`config.mk`:
```
export PLATFORM = sky130hd
export DESIGN_NAME = m_btb_flat
export DESIGN_NICKNAME = d
export VERILOG_FILES = /design/src/rtl/m_btb_pkg.sv /design/src/rtl/m_btb_if.sv /design/src/rtl/m_btb_sat_ctr.sv /design/src/rtl/m_btb.sv /design/src/flat_wrapper.sv
export SDC_FILE = /design/constraint.sdc
export NUM_CORES = 2
export LEC_CHECK = 0
export CAP_MARGIN = 0
export CORE_MARGIN = 8
export CORE_UTILIZATION = 58
export CTS_BUF_LIST = sky130_fd_sc_hd__clkbuf_16
export CTS_CLUSTER_DIAMETER = 150
export DETAILED_ROUTE_END_ITERATION = 12
export DONT_BUFFER_PORTS = 1
export GPL_TIMING_DRIVEN = 0
export PLACE_DENSITY = 0.72
export SETUP_SLACK_MARGIN = 0.02
export SLEW_MARGIN = 20
export SYNTH_ARGS = -nofsm -noshare
export SYNTH_HDL_FRONTEND = slang
export SYNTH_SLANG_ARGS = --single-unit
```
`constraint.sdc`:
```
create_clock -name w_clk -period 6.5 [get_ports w_clk]
set_input_delay 1.3 -clock w_clk [delete_from_list [all_inputs] [get_ports w_clk]]
set_output_delay 1.3 -clock w_clk [all_outputs]
set_load 0.005 [all_outputs]
```
`src/rtl/m_btb_pkg.sv`:
```
// btb_pkg: shared constants and helpers for the branch target buffer.
//   - f_idx_w      : index width from the entry count (clog2)
//   - f_ctr_init   : weakly-taken counter value 2^(ctr_w-1)
//   - f_ctr_max    : upper counter saturation limit 2^ctr_w-1
//   - f_pc_idx     : table index from a PC (word-aligned, bits [idx_w+1:2])
//   - f_pc_tag     : stored tag from a PC (bits above the index)
//   - NOP_INSN / HALT_INSN : instruction encodings used by stimulus
// Optional build macro: BTB_BYPASS_EN (see m_btb).
package btb_pkg;

    // PCs are widened to this width before being handed to the helpers.
    localparam int unsigned BTB_FN_W = 64;

    localparam int unsigned CTR_MIN  = 0;

    localparam logic [31:0] NOP_INSN  = {25'd0, 7'b0010011};
    localparam logic [31:0] HALT_INSN = 32'h000f0033;

    function automatic int unsigned f_idx_w(input int unsigned entries);
        return $clog2(entries);
    endfunction

    function automatic int unsigned f_ctr_init(input int unsigned ctr_w);
        return 1 << (ctr_w - 1);
    endfunction

    function automatic int unsigned f_ctr_max(input int unsigned ctr_w);
        return (1 << ctr_w) - 1;
    endfunction

    function automatic logic [31:0] f_pc_idx(input logic [BTB_FN_W-1:0] pc,
                                             input int unsigned       idx_w);
        logic [BTB_FN_W-1:0] s;
        s = pc >> 2;
        return s[31:0] & ((32'd1 << idx_w) - 32'd1);
    endfunction

    function automatic logic [31:0] f_pc_tag(input logic [BTB_FN_W-1:0] pc,
                                             input int unsigned       idx_w,
                                             input int unsigned       tag_w);
        logic [BTB_FN_W-1:0] s;
        s = pc >> (idx_w + 2);
        return s[31:0] & ((32'd1 << tag_w) - 32'd1);
    endfunction

endpackage

```
`src/rtl/m_btb_if.sv`:
```
// m_btb_if: lookup / update / flush bus of the branch target buffer.
//   master : IF/ID/EX1 side (drives lookup PC, update, flush, enable)
//   slave  : the BTB (returns registered lookup result)
// Handshake: no back-pressure. w_up_valid and w_flush are single-cycle
// strobes sampled at each posedge where w_ce is high; r_lk_* are valid
// one enabled cycle after w_lk_pc was presented.
interface m_btb_if #(
    parameter int unsigned ADDR_W = 32
);
    logic              w_ce;
    logic [ADDR_W-1:0] w_lk_pc;
    logic              r_lk_hit;
    logic              r_lk_taken;
    logic [ADDR_W-1:0] r_lk_target;
    logic              w_up_valid;
    logic [ADDR_W-1:0] w_up_pc;
    logic              w_up_taken;
    logic [ADDR_W-1:0] w_up_target;
    logic              w_flush;

    modport master (
        output w_ce, w_lk_pc, w_up_valid, w_up_pc, w_up_taken, w_up_target, w_flush,
        input  r_lk_hit, r_lk_taken, r_lk_target
    );

    modport slave (
        input  w_ce, w_lk_pc, w_up_valid, w_up_pc, w_up_taken, w_up_target, w_flush,
        output r_lk_hit, r_lk_taken, r_lk_target
    );
endinterface

```
`src/rtl/m_btb_sat_ctr.sv`:
```
// m_sat_ctr: combinational next value of a saturating direction counter.
//   ctr   : current counter
//   taken : resolved outcome (1 = count up, 0 = count down)
//   nxt   : next counter, clamped to [0, 2^CTR_W-1]
module m_sat_ctr
    import btb_pkg::*;
#(
    parameter int unsigned CTR_W = 2
) (
    input  logic [CTR_W-1:0] ctr,
    input  logic             taken,
    output logic [CTR_W-1:0] nxt
);
    localparam logic [CTR_W-1:0] CTR_MAX = CTR_W'(f_ctr_max(CTR_W));
    localparam logic [CTR_W-1:0] CTR_LO  = CTR_W'(CTR_MIN);

    always_comb begin
        nxt = ctr;
        if (taken) begin
            if (ctr != CTR_MAX) nxt = ctr + 1'b1;
        end else begin
            if (ctr != CTR_LO) nxt = ctr - 1'b1;
        end
    end
endmodule

```
`src/rtl/m_btb.sv`:
```
// m_btb: direct-mapped tagged branch target buffer for the IF stage.
//   w_clk   : clock
//   w_rst_n : asynchronous active-low reset (clears valid bits and outputs)
//   bus     : m_btb_if.slave (lookup PC in, registered prediction out,
//             resolved-branch update, flush, clock enable)
// Each entry holds a tag, a target and a CTR_W-bit saturating counter.
// Lookup result appears one enabled cycle later. Build macro
// BTB_BYPASS_EN forwards a same-cycle update to a lookup of the same
// index; without it the lookup sees the table before the update.
module m_btb
    import btb_pkg::*;
#(
    parameter int unsigned ENTRIES = 64,
    parameter int unsigned ADDR_W  = 32,
    parameter int unsigned TAG_W   = 8,
    parameter int unsigned CTR_W   = 2
) (
    input  logic   w_clk,
    input  logic   w_rst_n,
    m_btb_if.slave bus
);
    localparam int unsigned      IDX_W    = f_idx_w(ENTRIES);
    localparam logic [CTR_W-1:0] CTR_INIT = CTR_W'(f_ctr_init(CTR_W));

    logic [TAG_W-1:0]  tag_mem [ENTRIES];
    logic [ADDR_W-1:0] tgt_mem [ENTRIES];
    logic [CTR_W-1:0]  ctr_mem [ENTRIES];
    logic [ENTRIES-1:0] valid_q;

    logic [31:0]       lk_idx_f, lk_tag_f, up_idx_f, up_tag_f;
    logic [IDX_W-1:0]  lk_idx, up_idx;
    logic [TAG_W-1:0]  lk_tag, up_tag;

    assign lk_idx_f = f_pc_idx(BTB_FN_W'(bus.w_lk_pc), IDX_W);
    assign lk_tag_f = f_pc_tag(BTB_FN_W'(bus.w_lk_pc), IDX_W, TAG_W);
    assign up_idx_f = f_pc_idx(BTB_FN_W'(bus.w_up_pc), IDX_W);
    assign up_tag_f = f_pc_tag(BTB_FN_W'(bus.w_up_pc), IDX_W, TAG_W);
    assign lk_idx   = lk_idx_f[IDX_W-1:0];
    assign lk_tag   = lk_tag_f[TAG_W-1:0];
    assign up_idx   = up_idx_f[IDX_W-1:0];
    assign up_tag   = up_tag_f[TAG_W-1:0];

    // Update path: read the addressed entry and build its post-update image.
    logic             up_hit, up_wr, up_en;
    logic [CTR_W-1:0] ctr_nxt;
    logic             pu_valid;
    logic [TAG_W-1:0] pu_tag;
    logic [ADDR_W-1:0] pu_tgt;
    logic [CTR_W-1:0] pu_ctr;

    assign up_hit = valid_q[up_idx] && (tag_mem[up_idx] == up_tag);

    m_sat_ctr #(.CTR_W(CTR_W)) u_sat_ctr (
        .ctr   (ctr_mem[up_idx]),
        .taken (bus.w_up_taken),
        .nxt   (ctr_nxt)
    );

    always_comb begin
        pu_valid = valid_q[up_idx];
        pu_tag   = tag_mem[up_idx];
        pu_tgt   = tgt_mem[up_idx];
        pu_ctr   = ctr_mem[up_idx];
        up_wr    = 1'b0;
        if (bus.w_up_valid) begin
            if (up_hit) begin
                up_wr  = 1'b1;
                pu_ctr = ctr_nxt;
                if (bus.w_up_taken) pu_tgt = bus.w_up_target;
            end else if (bus.w_up_taken) begin
                // Miss + taken: allocate, evicting whatever aliased here.
                up_wr    = 1'b1;
                pu_valid = 1'b1;
                pu_tag   = up_tag;
                pu_tgt   = bus.w_up_target;
                pu_ctr   = CTR_INIT;
            end
        end
    end

    // Flush wins over a same-cycle update.
    assign up_en = bus.w_ce && !bus.w_flush && up_wr;

    always_ff @(posedge w_clk) begin
        if (up_en) begin
            tag_mem[up_idx] <= pu_tag;
            tgt_mem[up_idx] <= pu_tgt;
            ctr_mem[up_idx] <= pu_ctr;
        end
    end

    always_ff @(posedge w_clk or negedge w_rst_n) begin
        if (!w_rst_n) begin
            valid_q <= '0;
        end else if (bus.w_ce) begin
            if (bus.w_flush)  valid_q <= '0;
            else if (up_en)   valid_q[up_idx] <= pu_valid;
        end
    end

    // Lookup path: entry as seen by the lookup (optionally forwarded).
    logic              rd_valid, lk_hit_d, lk_taken_d;
    logic [TAG_W-1:0]  rd_tag;
    logic [ADDR_W-1:0] rd_tgt, lk_tgt_d;
    logic [CTR_W-1:0]  rd_ctr;

    always_comb begin
        rd_valid = valid_q[lk_idx];
        rd_tag   = tag_mem[lk_idx];
        rd_tgt   = tgt_mem[lk_idx];
        rd_ctr   = ctr_mem[lk_idx];
`ifdef BTB_BYPASS_EN
        if (bus.w_up_valid && (up_idx == lk_idx)) begin
            rd_valid = pu_valid;
            rd_tag   = pu_tag;
            rd_tgt   = pu_tgt;
            rd_ctr   = pu_ctr;
        end
`endif
        lk_hit_d   = rd_valid && (rd_tag == lk_tag);
        lk_taken_d = lk_hit_d && rd_ctr[CTR_W-1];
        lk_tgt_d   = lk_hit_d ? rd_tgt : '0;
    end

    logic              hit_q, taken_q;
    logic [ADDR_W-1:0] tgt_q;

    always_ff @(posedge w_clk or negedge w_rst_n) begin
        if (!w_rst_n) begin
            hit_q   <= 1'b0;
            taken_q <= 1'b0;
            tgt_q   <= '0;
        end else if (bus.w_ce) begin
            if (bus.w_flush) begin
                hit_q   <= 1'b0;
                taken_q <= 1'b0;
                tgt_q   <= '0;
            end else begin
                hit_q   <= lk_hit_d;
                taken_q <= lk_taken_d;
                tgt_q   <= lk_tgt_d;
            end
        end
    end

    assign bus.r_lk_hit    = hit_q;
    assign bus.r_lk_taken  = taken_q;
    assign bus.r_lk_target = tgt_q;
endmodule
```
`src/flat_wrapper.sv`:
```
// flat-port wrapper written by rule: the top's interface ports become plain ports
module m_btb_flat import btb_pkg::*;
#(
    parameter int unsigned ENTRIES = 64,
    parameter int unsigned ADDR_W  = 32,
    parameter int unsigned TAG_W   = 8,
    parameter int unsigned CTR_W   = 2
)
  (w_clk, w_rst_n, bus_w_ce, bus_w_lk_pc, bus_w_up_valid, bus_w_up_pc, bus_w_up_taken, bus_w_up_target, bus_w_flush, bus_r_lk_hit, bus_r_lk_taken, bus_r_lk_target);
  m_btb_if #(.ADDR_W(ADDR_W)) bus_i ();
  input  logic w_clk;
  input  logic w_rst_n;
  input wire logic [$bits(bus_i.w_ce)-1:0] bus_w_ce;
  input wire logic [$bits(bus_i.w_lk_pc)-1:0] bus_w_lk_pc;
  input wire logic [$bits(bus_i.w_up_valid)-1:0] bus_w_up_valid;
  input wire logic [$bits(bus_i.w_up_pc)-1:0] bus_w_up_pc;
  input wire logic [$bits(bus_i.w_up_taken)-1:0] bus_w_up_taken;
  input wire logic [$bits(bus_i.w_up_target)-1:0] bus_w_up_target;
  input wire logic [$bits(bus_i.w_flush)-1:0] bus_w_flush;
  output wire logic [$bits(bus_i.r_lk_hit)-1:0] bus_r_lk_hit;
  output wire logic [$bits(bus_i.r_lk_taken)-1:0] bus_r_lk_taken;
  output wire logic [$bits(bus_i.r_lk_target)-1:0] bus_r_lk_target;
  assign bus_i.w_ce = bus_w_ce;
  assign bus_i.w_lk_pc = bus_w_lk_pc;
  assign bus_i.w_up_valid = bus_w_up_valid;
  assign bus_i.w_up_pc = bus_w_up_pc;
  assign bus_i.w_up_taken = bus_w_up_taken;
  assign bus_i.w_up_target = bus_w_up_target;
  assign bus_i.w_flush = bus_w_flush;
  assign bus_r_lk_hit = bus_i.r_lk_hit;
  assign bus_r_lk_taken = bus_i.r_lk_taken;
  assign bus_r_lk_target = bus_i.r_lk_target;
  m_btb #(.ENTRIES(ENTRIES), .ADDR_W(ADDR_W), .TAG_W(TAG_W), .CTR_W(CTR_W)) u_core (.w_clk(w_clk), .w_rst_n(w_rst_n), .bus(bus_i));
endmodule
```
; Word-level counts from Yosys, hierarchy flattened
; Memories as Yosys holds them, arrays and structs flattened.
; Index checks and enable logic that the tools add are counted.
[classes]
order_cmp = 3
reduce_logical = 11
n_mux = 32
addsub = 2
eq_ne = 5
[op_table]
columns = op, n
row1 = 32-bit two-way mux, 4
row2 = 64-bit two-way mux, 2
row3 = 64-bit bitwise mux, 1
row4 = 8-bit two-way mux, 3
row5 = 8-bit equality test, 2
row6 = "6-bit by 7-bit less-than comparator with 1-bit output, second input constant", 2
row7 = 1-bit two-way mux, 13
row8 = 1-bit binary-select mux with 6-bit select, 2
row9 = 2-bit two-way mux, 6
row10 = 1-bit demux with 6-bit select, 1
row11 = "6-bit by 1-bit greater-or-equal comparator with 1-bit output, second input constant", 1
row12 = 1-bit logical AND, 6
row13 = "2-bit inequality test, second input constant", 2
row14 = 2-bit nonzero test, 2
row15 = 3-bit AND reduction, 1
row16 = "2-bit by 1-bit adder with 2-bit output, second input constant", 1
row17 = 2-bit AND reduction, 1
row18 = "2-bit by 1-bit subtractor with 2-bit output, second input constant", 1
row19 = 1-bit zero test, 1
row20 = "1-bit inequality test, second input constant", 1
[totals]
register_bits = 98
ramBits = 2688
elab_cells = 60
mem_count = 3
[memory_table]
columns = memory, words, width, read_ports, rd_ports_with_merged_regs, write_ports, line_no
row1 = u_core.tgt_mem, 64, 32, 1, 0, 1, m_btb.sv:26  ; logic [ADDR_W-1:0] tgt_mem [ENTRIES];
row2 = u_core.tag_mem, 64, 8, 2, 0, 1, m_btb.sv:25  ; logic [TAG_W-1:0] tag_mem [ENTRIES];
row3 = u_core.ctr_mem, 64, 2, 2, 0, 1, m_btb.sv:27  ; logic [CTR_W-1:0] ctr_mem [ENTRIES];

; Logic depth before layout (Yosys ltp)
[depth]
word_depth = 9
ltp_mapped = 15
mapped_depth_nobuf = 9

; Hierarchy
; Synthesis repeated with hierarchy kept, for this count alone.
[hier_totals]
cells_unflattened = 4930
area_unflattened_um2 = 112442.8
[by_module_without_submodules]
columns = mod, seq_area_each_um2, n_inst, cells_each, area_per_inst_um2
row1 = m_btb, 83169.8, 1, 4927, 112416.6
row2 = m_sat_ctr, 0.0, 1, 3, 26.3

; Worst setup path after synthesis
; Ideal clock, no wire load.
[synth_timing]
kind = input to register
startpoint = input port bus_w_up_pc[4]
endpoint = memory u_core.tag_mem[0][3], data pin
t_arrival_ns = 5.479
required_ns = 5.936
path_buffers = 3
path_slack_ns = 0.458
path_stages = 12
cell_sequence = buf_2 buf_4 clkbuf_1 mux4_2 a22oi_1 mux2i_1 a2111oi_0 nand2_1 xnor2_1 and4_1 a31oi_1 mux2i_1
[synth_rtl]
columns = element, line_no
row1 = "start, declared", flat_wrapper.sv:16  ; input wire logic [$bits(bus_i.w_up_pc)-1:0] bus_w_up_pc;
row2 = "end, declared", m_btb.sv:25

; Worst setup path after layout
[layout_timing]
startpoint = input port bus_w_up_pc[2]
endpoint = memory u_core.tag_mem[38][7] (enable)
[layout_via]
elab_chain_cells = 8
word_cells_on_any_way = 10
classes_between = eq/ne (1) / mux (6) / reduce/logical (2) / memory (1)
[layout_lines]
columns = element, line_no
row1 = memory 64 x 8 bit or 1-bit binary-select mux with 6-bit select (tied branches), --
row2 = 8-bit equality test or 1-bit two-way mux (tied branches), m_btb.sv:51  ; assign up_hit = valid_q[up_idx] && (tag_mem[up_idx] == up_tag);
row3 = 1-bit logical AND, m_btb.sv:51
row4 = 1-bit two-way mux, m_btb.sv:66  ; if (up_hit) begin
row5 = 1-bit two-way mux, m_btb.sv:65  ; if (bus.w_up_valid) begin
row6 = 1-bit logical AND, m_btb.sv:82  ; assign up_en = bus.w_ce && !bus.w_flush && up_wr;
row7 = 1-bit two-way mux, m_btb.sv:85  ; if (up_en) begin
row8 = 1-bit two-way mux (not written as such), m_btb.sv:86  ; tag_mem[up_idx] <= pu_tag;
; Parallel ways exist; a longest one is shown, timed or not. The select of a mux whose other input is x is not followed.

==> results <==
- The data arrival time of the critical path is 7290 ps.
- The wire length of the first global-routing pass is 508000 um.
- The later-pin clock latency in the skew report is 980 ps.
- For this design, the sink count on the clock tree is 2786.
- The number of DRC markers after the initial detailed-route iteration is 10.8k.
- The Yosys step of the flow raised 0 warnings.
- The library cells used most frequently in the layout, excluding fill and tap cells, are sky130_fd_sc_hd__edfxtp_1, sky130_fd_sc_hd__mux4_2, sky130_fd_sc_hd__clkbuf_16, sky130_fd_sc_hd__buf_2, sky130_fd_sc_hd__clkbuf_1.
- The run finished, with violations left.
- The number of synthesized register bits is 2786.
- The total leakage power is 41.4 nW.
- After routing, the total negative slack on setup checks comes to -4070 ps.
- After routing the design area is 130000 um^2.
- Yosys mapped the design onto 62 distinct sky130hd cell types.
- The launch point of the worst reg-to-reg path is u_core.tag_mem[14][6].
- The final total power is 0.0385 W.
- The net count after synthesis is 5139.
- The number of top-level pins is 136.
- The number of filler instances in the final layout is 11.7k.
- The clock edge transition at the registers on the reported setup and hold paths is 60 ps.
- The library cell occupying the most area in the post-synthesis netlist is sky130_fd_sc_hd__edfxtp_1.
- The proportion of synthesized chip area in sequential cells is 74.1%.
- The final estimated routing congestion in global placement is 1.04.
- The number of global-route vias before repair was 62.3k.
- After detailed routing, the average wire length per cell comes to 44.7 um.
- Sequential cells burn 51.5% of the power.
- The worst setup path is of the input pin to flop kind.
- Buffers inserted during clock tree synthesis total 297.
- The fraction of the mapped netlist area in simple logic gates is 1.72%.
- In this design, the stage delay of the slowest critical-path cell is 1000 ps.
- In this run switching power makes up 21.9% of total power.
- The count of unresolved DRC violations after routing is 0.
- Of the post-synthesis cell area, the part taken by muxes is 20.0%.
- The worst voltage drop across the vdd grid is 286 uV.
- The power density normalized to cell area is 297 nW/um^2.
- Setup repair after global routing could not meet its margin everywhere.
- The share of final-layout standard cells stronger than drive strength 1 is 34.1%.
- Registers take 83200 um^2.
- Counting stages on the worst path, the most repeated cell is sky130_fd_sc_hd__buf_2.
- Static timing analysis puts the maximum clock frequency at 0.150 GHz.
- The multi-input combinational cell area is 28600 um^2.
- The number of detailed-routing iterations run before antenna repair is 7.
- The post-route clock skew is 88.0 ps.
- The initial antenna violation count is 13.
- The H-tree generated during clock tree synthesis spans 5 levels.
- The share of synthesized area in the top cell type comes to 71.9%.
- The detailed router placed 62.9k vias in this run.
- The final critical-path share of the clock period is 103%.
- The min-delay analysis places its worst path in the category input pin to async pin.
- Across every metal layer, demand over resource in global routing totals 35.5%.
- For this design, the CTS-stage hold fixing added 0 buffers.
- Setup violations remaining at the end of the flow were counted as 63.
- The worst slew slack as a fraction of its limit is 10.6%.
- TritonCTS built the clock tree.
- In the synthesized netlist the dominant register cell turns out to be sky130_fd_sc_hd__edfxtp_1.
- The area growth from synthesis to layout is 15.6%.
- Detailed placement ended at an HPWL of 252000 um.
- The tree is rooted in a sky130_fd_sc_hd__clkbuf_16.
- After global routing the overflow that remains totals 0.
- Yosys attributes the largest share of cell area to sky130_fd_sc_hd__edfxtp_1, sky130_fd_sc_hd__mux4_2, sky130_fd_sc_hd__dfrtp_1.
- The count of nets after finishing is 5722.
- The total number of placement rows is 161.
- Dividing the synthesized area by the synthesized cell count gives 22.3 um^2.
- The buffer depth of the longest clock path is 4.
- The port buffer count is 0.
- The starting density of the core is 58.3%.
- The worst path in the final design needs a cycle of 6680 ps, including I/O delays and setup.
- In this run the register-to-register setup slack is 990 ps.
- Counting flops with a built-in enable in the synthesized netlist gives 2688.
- The analysis attributes to net switching a power of 0.00844 W.
- Entering global routing, the biggest net connects 99 pins.
- After synthesis, the largest family of logic cells by area is multiplexers.
- The fraction of synthesized cell area in xor and xnor cells is 0.125%.
- The final reports fail on negative setup slack.
- Synthesis handed over a netlist of 5037 instances.
- Dividing the detail-routed via count by the number of cells gives 7.51.
- The combinational cell fraction of total power is 6.1%.
- The worst register-to-register path ends at u_core.tag_mem[38][7].
- Across the run, the number of max-cap violations was 0.
- Walking the worst path, the cells encountered are buf_2 -> buf_2 -> inv_2 -> clkbuf_1 -> nor2_1 -> o21ai_0 -> a222oi_1 -> nand2_1 -> xnor2_1 -> and4_1 -> a31oi_1 -> buf_2 -> buf_2 -> nor4_2 -> buf_4 -> buf_2 -> buf_2.
- The number of cells on the worst reg-to-reg path is 14.
- The post-route worst setup slack is -184 ps.
- The kind of end point of the critical path is a flop.
- The biggest fanout along the worst timing path is 10.
- The instance area after placement is 120000 um^2.
- STA puts the critical path data required time at 7100 ps.
- The cell type of the slowest stage on the worst timing path is sky130_fd_sc_hd__clkbuf_1.
- The sum of routed wire length over all layers is 375000 um.
- The library cell used most frequently in the layout, excluding fill and tap cells, is sky130_fd_sc_hd__edfxtp_1.
- STA classifies the critical path startpoint as an input pin.
- Summing the areas of all fa, ha and maj instances in the mapped netlist gives 0.00892% of the synthesized area.
- Internal power comes to 0.0301 W.
- In the synthesized netlist the async set-or-reset flop fraction comes to 3.52%.
- The number of buffers inserted to repair setup after CTS is 0.
- The placeable core region is 192000 um^2.
- Measured along the x axis, the die boundary spans 456 um.
- The transition time at the pin with the least slew margin is 1340 ps.
- The post-synthesis instance area is 112000 um^2.
- The count of pins over their slew limit came to 0.
- The share of the synthesized area in compound gates (AO/OA/AOI/OAI) is 2.70%.
- The floorplan die area is 208000 um^2.
- The fraction of power consumed by the clock network is 42.4%.
- The hold violation count in the final report is 0.
- The post-detailed-route count of antenna-violating nets is 0.
- The die height is 456 um.
-- stage by stage --
| stage | hold slack, ps | utilization, % | std cells | worst slack (ps) |
|---|---|---|---|---|
| after floorplan | 454 | - | 5037 | 458 |
| after global placement | 483 | 60.0 | 7563 | -5120 |
| after detailed placement | 489 | 62.6 | 7849 | -1500 |
| after CTS | 11.2 | 67.4 | 8360 | 20.3 |
| after global routing | 11.7 | 67.4 | 8366 | 18.0 |
| final | 38.2 | 67.4 | 8376 | -184 |
-- worst max-delay path by stage --
stage                   startpoint                     to  slack (ps)  cells after the start
finish              bus_w_up_pc[2]  u_core.tag_mem[38][7]        -180                     17
floorplan           bus_w_up_pc[4]   u_core.tag_mem[0][3]         460                     12
CTS                 bus_w_up_pc[3]  u_core.tag_mem[37][7]          20                     17
global placement    bus_w_up_pc[3]  u_core.tag_mem[37][6]       -5120                     13
detailed placement  bus_w_up_pc[3]  u_core.tag_mem[18][5]       -1500                     15
global route        bus_w_up_pc[4]  u_core.tag_mem[38][7]          20                     17
-- cell families after synthesis --
group                    count (synthesis)
buffers and inverters                  364
adder cells (fa/ha/maj)                  1
AO/OA/AOI/OAI                          397
flip-flops                            2786
multiplexers                          1080
AND/OR/NAND/NOR                        393
XOR/XNOR                                16
-- registers in the layout, summed over array words and instances (netlist names) --
name	flops
u_core.bus.r_lk_taken	1
u_core.tag_mem	512
u_core.valid_q	64
u_core.tgt_mem	2048
u_core.bus.r_lk_hit	1
u_core.ctr_mem	128
u_core.bus.r_lk_target	32
-- worst max-delay path: cells and delay by family --
family                 cells  cell delay [ps]
AND/OR/NAND/NOR            4             1270
AO/OA/AOI/OAI              3             1520
buffers and inverters      9             2930
XOR/XNOR                   1              240
-- synthesized netlist by cell type, drive strengths merged (8+ instances only) --
| cell | number |
|---|---|
| mux2i | 105 |
| mux4 | 922 |
| a221oi | 50 |
| a22o | 42 |
| nand3 | 22 |
| o21ai | 37 |
| nor2 | 92 |
| nor3 | 8 |
| xnor2 | 10 |
| a21oi | 26 |
| clkbuf | 189 |
| nand2 | 139 |
| edfxtp | 2688 |
| nor3b | 8 |
| nor4 | 62 |
| o41ai | 57 |
| o22ai | 24 |
| nand2b | 13 |
| dfrtp | 98 |
| mux2 | 53 |
| a31oi | 14 |
| a22oi | 93 |
| buf | 168 |
-- power by group through the flow --
stage	clock, W	combinational (W)	sequential (W)
final	0.0163	0.00234	0.0198
after global routing	0.0169	0.00235	0.0198
after CTS	0.0163	0.00228	0.0198
after detailed placement	0	0.00226	0.0202
after global placement	0	0.00210	0.0202
after floorplan	0	0.00126	0.0202
-- final cells by class --
| cell class | count | area share, % |
|---|---|---|
| flip-flops and latches | 2786 | 64.1 |
| diodes | 17 | 0.0328 |
| multi-input cells | 1887 | 22.0 |
| plain buffers | 355 | 1.26 |
| well taps | 2526 | 2.44 |
| repair buffers | 286 | 3.04 |
| clock buffers | 305 | 5.88 |
| clock inverters | 207 | 1.18 |
| inverters | 7 | 0.0203 |
-- metal layers --
layer	vias up	wire length (um)	GRT usage [%]
li1	23100	-	-
met1	32700	120000	42.9
met3	1522	43900	9.02
met2	5637	174000	55.6
met4	6	36900	26.7
met5	-	24	0
-- repair_timing --
| item | in CTS | in global routing |
|---|---|---|
| endpoints found under the hold margin | 0 | 0 |
| gates cloned | 0 | 0 |
| resized for setup | 18 | 19 |
| setup endpoints to repair | 466 | 246 |
Power figures use the tool's default switching activity.
